==> config.mk <==
export PLATFORM = sky130hd
export DESIGN_NAME = soc_bus_arbiter
export DESIGN_NICKNAME = d
export VERILOG_FILES = /design/src/rtl/soc_bus_pkg.sv /design/src/rtl/soc_bus_arbiter.sv
export SDC_FILE = /design/constraint.sdc
export NUM_CORES = 1
export LEC_CHECK = 0
export ABC_CLOCK_PERIOD_IN_PS = 2300
export CAP_MARGIN = 5
export CORE_AREA = 2 2 106 108
export DETAILED_ROUTE_END_ITERATION = 16
export DIE_AREA = 0 0 108 110
export HOLD_SLACK_MARGIN = 0.06
export PLACE_DENSITY = 0.69
export SLEW_MARGIN = 25
export SYNTH_ARGS = -nofsm -noshare
export SYNTH_HDL_FRONTEND = slang
export SYNTH_SLANG_ARGS = --single-unit
==> constraint.sdc <==
create_clock -name clk_100MHz -period 2.3 [get_ports clk_100MHz]
set_input_delay 0.46 -clock clk_100MHz [delete_from_list [all_inputs] [get_ports clk_100MHz]]
set_output_delay 0.46 -clock clk_100MHz [all_outputs]
set_load 0.01 [all_outputs]
==> src/rtl/soc_bus_pkg.sv <==
// Shared definitions for the SoC shared-memory bus: arbiter state encoding
// and default address/data widths (also used by the memory decoder).
package soc_bus_pkg;

  localparam int AW_DEF = 32;
  localparam int DW_DEF = 32;

  typedef enum logic [1:0] {
    IDLE = 2'd0,
    OWN0 = 2'd1,
    OWN1 = 2'd2
  } bus_state_e;

endpackage

==> src/rtl/soc_bus_arbiter.sv <==
// Two-master round-robin arbiter for the shared ROM/RAM port.
// M0 = loader/debug, M1 = core load/store. The owner is muxed onto the slave
// port; a tenure is cut short after MAX_BEATS acks only if the other master waits.
module soc_bus_arbiter
  import soc_bus_pkg::*;
#(
  parameter int AW        = AW_DEF,
  parameter int DW        = DW_DEF,
  parameter int MAX_BEATS = 16
) (
  input  logic          clk_100MHz,
  input  logic          arst_n,
  input  logic          m0_req,
  input  logic [AW-1:0] m0_addr,
  input  logic          m0_we,
  input  logic [DW-1:0] m0_wdata,
  output logic          m0_gnt,
  output logic          m0_ack,
  input  logic          m1_req,
  input  logic [AW-1:0] m1_addr,
  input  logic          m1_we,
  input  logic [DW-1:0] m1_wdata,
  output logic          m1_gnt,
  output logic          m1_ack,
  output logic [AW-1:0] slv_addr,
  output logic          slv_we,
  output logic [DW-1:0] slv_wdata,
  output logic          slv_valid,
  input  logic          slv_ack,
  input  logic [DW-1:0] slv_rdata,
  output logic [DW-1:0] rdata,
  output logic          hold_o
);

  localparam int            CW      = $clog2(MAX_BEATS + 1);
  localparam logic [CW-1:0] MAX_CNT = CW'(MAX_BEATS);

  bus_state_e    state_reg;
  logic          last_reg;      // 1 = M1 owned most recently, so M0 wins a tie
  logic [CW-1:0] beat_cnt_reg;

  logic          own_req;
  logic          oth_req;
  logic          beat_done;
  logic [CW-1:0] cnt_sat;
  bus_state_e    other_state;

  // Request of the current owner and of the competing master
  always_comb begin
    own_req     = 1'b0;
    oth_req     = 1'b0;
    other_state = IDLE;
    case (state_reg)
      OWN0: begin
        own_req     = m0_req;
        oth_req     = m1_req;
        other_state = OWN1;
      end
      OWN1: begin
        own_req     = m1_req;
        oth_req     = m0_req;
        other_state = OWN0;
      end
      default: ;
    endcase
  end

  // Beat count including the ack completing this cycle, saturating at MAX_BEATS,
  // so preemption happens on the same edge as the final permitted ack
  assign beat_done = slv_ack & slv_valid;
  assign cnt_sat   = (beat_done && beat_cnt_reg != MAX_CNT) ? beat_cnt_reg + 1'b1 : beat_cnt_reg;

  // Ownership FSM with round-robin tie-break and beat-limit preemption
  always_ff @(posedge clk_100MHz or negedge arst_n) begin
    if (!arst_n) begin
      state_reg    <= IDLE;
      last_reg     <= 1'b1;
      beat_cnt_reg <= '0;
    end else begin
      case (state_reg)
        IDLE: begin
          beat_cnt_reg <= '0;
          if (m0_req && m1_req) state_reg <= last_reg ? OWN0 : OWN1;
          else if (m0_req)      state_reg <= OWN0;
          else if (m1_req)      state_reg <= OWN1;
        end
        OWN0, OWN1: begin
          if (!own_req) begin
            last_reg     <= (state_reg == OWN1);
            beat_cnt_reg <= '0;
            state_reg    <= oth_req ? other_state : IDLE;
          end else if (cnt_sat == MAX_CNT && oth_req) begin
            last_reg     <= (state_reg == OWN1);
            beat_cnt_reg <= '0;
            state_reg    <= other_state;
          end else begin
            beat_cnt_reg <= cnt_sat;
          end
        end
        default: begin
          state_reg    <= IDLE;
          beat_cnt_reg <= '0;
        end
      endcase
    end
  end

  // Slave-port mux and ack routing decoded from the owner
  always_comb begin
    slv_addr  = '0;
    slv_we    = 1'b0;
    slv_wdata = '0;
    slv_valid = 1'b0;
    case (state_reg)
      OWN0: begin
        slv_addr  = m0_addr;
        slv_we    = m0_we;
        slv_wdata = m0_wdata;
        slv_valid = m0_req;
      end
      OWN1: begin
        slv_addr  = m1_addr;
        slv_we    = m1_we;
        slv_wdata = m1_wdata;
        slv_valid = m1_req;
      end
      default: ;
    endcase
  end

  assign m0_gnt = (state_reg == OWN0);
  assign m1_gnt = (state_reg == OWN1);
  assign m0_ack = slv_ack & m0_gnt;
  assign m1_ack = slv_ack & m1_gnt;
  assign rdata  = slv_rdata;
  // Core is stalled while the loader owns the bus or while it waits for a grant
  assign hold_o = m0_gnt | (m1_req & ~m1_gnt);

endmodule

==> results by group <==
Timing
  – Final Max Tran Viols: 0
  – Final hold violations: 0
  – Max-slew headroom: 0.730
  – Minimum clock period: 2.28 ns
  – Unrepaired setup endpoints after global routing: yes
  – Final Cycle Share: 0.990
  – Setup ws final: 0.0228 ns
  – Worst slew pin tran: 0.406 ns
  – Worst Clk Skew: 0.00676 ns
  – # setup viols final: 0
  – Fmax: ~440 MHz
  – Final hold slack: 0.506 ns

Synth
  – Number of enable flip-flop cells after synthesis: 0
  – XOR/XNOR Fraction of Synth Area: 0.0107
  – Synth Area in Adders: 0.0457
  – Mapped Area: 1640 µm²
  – Largest area contributor in the netlist: a22o_1
  – Top post-synthesis cells by area: a22o_1 (35%), buf_4 (15%), dfrtp_1 (11%)
  – Ys async rst share: 1.00
  – Largest family of logic cells by synthesized area: compound AO/OA/AOI/OAI gates
  – Synth Area in Simple Gates: 0.166
  – Ys flop type: dfrtp_1
  – Synth Area in Compound Gates: 0.443
  – Multiplexer share of the synthesized area: 0.00609
  – Mapped Cells: 201
  – FF+latch count, synth: 8
  – Syn_nets: 374
  – Register area share after synthesis: 0.123
  – Synth top cells by count: a22o_1 (65), buf_4 (32), clkbuf_1 (13)
  – Synth warn: 0
  – Synth unique cells: 42
  – Syn_area_per_cell: 8.17 µm²
  – Count leader, synth: a22o_1
  – Top cell type's share of synthesized area: 0.347

Global routing
  – Overall routing resource usage: 0.164
  – Initial antenna violation count: 0
  – Total grt overflow: 0
  – First-pass GRT wire length: 14,600 µm
  – Vias in the first global route: 2,534
  – Largest net degree at the start of global routing: 24

Finish
  – Share of layout cells above drive strength 1: 0.323
  – Final std cells w/o fill: about 540
  – Max reg flops: 5
  – Antenna Cells: 0
  – Area grow syn2layout: 143%
  – Layout Nets: 570

Critical path
  – Max incr delay on CP: ~0.4 ns
  – Worst-path maximum fanout: 5
  – Slowest cell on the critical path: dfrtp_1
  – CP arrival: 1.82 ns
  – CP endpoint kind: primary output
  – Critical path type: reg2out
  – Required time of the worst setup path: 1.84 ns
  – CP Launch Type: flip-flop
  – CP Cell Sequence: inv_2 > ha_4 > and2_4 > buf_12 > clkbuf_16 > a22o_4 > buf_6

Clock tree
  – Skew-Pair Late Insertion Delay: 0.24 ns
  – Hold Buf Count CTS: 0
  – CTS tree: built
  – CTS Buf Count: 3
  – CTS Sinks: 8
  – CTS Buffer Depth: 2
  – CTS clock-pin slew for the worst setup and hold paths: 0.05 ns
  – CTS root buf: clkbuf_8
  – CTS H-Tree Depth: 1

Detailed routing
  – Drt wl/cell: around 19 µm
  – Initial DRT Pass Iterations: 4
  – DRC errors left: 0
  – Via-per-instance ratio: 4.52
  – ANT nets after route: 0
  – Via Count: 2,423
  – DR iter-0 viols: 100
  – Drt total wl: approximately 10,000 µm

Power
  – Sw Pwr: 1.42 mW
  – Sequential share of power: 0.060
  – Sw Ratio: 0.435
  – Internal power: around 1.8 mW
  – Pwr/cell area: 818 nW/µm²
  – Clock network power share: 0.056
  – Peak VDD IR: 0.500 mV
  – Logic pwr share: 0.884
  – Leakage power: 1.80 nW

Placement
  – Port bufs: slightly above 200
  – Placed insts: approximately 510
  – Final Wtd Congestion: about 0.8
  – Worst slack, placed: -0.244 ns
  – HPWL Detailed: 7780 µm

Outcome
  – Outcome: completed

Floorplan
  – I/O pin count: 270
  – Rows: 38
  – Die Wd: 108 µm
  – Die ar.: 11,900 µm²
  – Initial Util: 0.154
  – Core area: 10,700 µm²
  – Die height: between 100 and 150 µm

Min path
  – Hold crit path type: in2async

Run
  – Max_cap viols: 0
[cell families (layout without fill, tap and decap cells)]
kind of cell,count (synthesis),count (layout)
AOI/OAI and AO/OA,84,85
xor gates and xnor gates,2,2
adders and majority gates,6,6
buffers and inverters,56,250
DFF,8,8
muxes,1,1
and+or+nand+nor,44,44
[final timing paths]
path                         startpoint               to  slack [ns]  cells past startpoint
min in group clk_100MHz        last_reg         last_reg        0.53                      2
max in group asynchronous        arst_n         last_reg        1.48                      1
hold / removal                   arst_n  beat_cnt_reg[3]        0.51                      1
setup reg to reg           state_reg[1]     state_reg[0]        0.09                      9
hold reg to reg                last_reg         last_reg        0.53                      2
setup / recovery           state_reg[1]     slv_wdata[1]        0.02                      7
[layout by cell type, fill, tap and decap left out, types with 2 or more instances in the layout]
cell type / netlist / layout
and2_4: 0 / 2
buf_12: 0 / 4
a31oi_1: 2 / 2
a21oi_1: 3 / 3
nor2b_1: 3 / 3
buf_6: 1 / 16
clkbuf_16: 0 / 2
inv_1: 7 / 5
buf_16: 0 / 6
o21ai_0: 2 / 2
clkbuf_8: 0 / 3
nand2b_1: 3 / 3
inv_2: 0 / 2
clkdlybuf4s50_1: 0 / 136
ha_1: 6 / 4
dfrtp_1: 7 / 7
buf_2: 0 / 53
a22o_4: 0 / 7
and2_1: 3 / 2
dlymetal6s2s_1: 0 / 3
a22oi_2: 0 / 2
nor3_1: 3 / 2
buf_8: 0 / 3
a22o_1: 65 / 58
nand2_1: 7 / 6
nand3_1: 6 / 6
nor2_1: 9 / 9
nor4_4: 1 / 2
buf_4: 32 / 15
a222oi_1: 2 / 2
[final cells by class]
cell class	count	area, µm²
sequential	8	201
clock buffer	4	45.0
tap	140	175
timing repair buffer	239	2310
inverter	7	26.3
multi-input combinational	138	1240
fill	1100	6700
[per-stage QoR]
| stage | cell area (µm²) | setup TNS (ns) | power (mW) | util |
|---|---|---|---|---|
| final | 3990 | 0 | 3.27 | 0.373 |
| after global routing | 3990 | -0.120 | 3.48 | 0.373 |
| after CTS | 3850 | -0.586 | 3.17 | 0.360 |
| after detailed placement | 3710 | -8.60 | 2.84 | 0.347 |
| after global placement | 3710 | -4.58 | 2.81 | 0.347 |
| after floorplan | 1650 | -1.58 | 1.42 | - |
[worst max-delay path: cells and delay by family (launching register included)]
family	cells	cell delay, ns
simple gates	1	0.19
buf+inv	4	0.52
flops	1	0.39
compound gates	1	0.25
fa+ha+maj	1	0.22
[power groups by stage]
stage                     registers [mW]  clock network [mW]  logic [mW]
after global placement             0.194                   0        2.62
after global routing               0.199               0.193        3.09
after floorplan                    0.194                   0        1.23
final                              0.197               0.182        2.89
after detailed placement           0.196                   0        2.65
after CTS                          0.197               0.188        2.79
[what timing repair did]
item	CTS	global route
gates resized for setup	302	19
buffers inserted	9	3
gates cloned	6	3
endpoints found under the setup margin	66	40
pin swaps	36	14
[routing by layer]
layer | GRT usage | part of all wire
met1 | 0.204 | 0.43
met2 | 0.284 | 0.48
met3 | 0.0447 | 0.078
met4 | 0.0339 | 0.0086
met5 | 0 | 0
No activity file was read; power rests on OpenSTA's default activity.
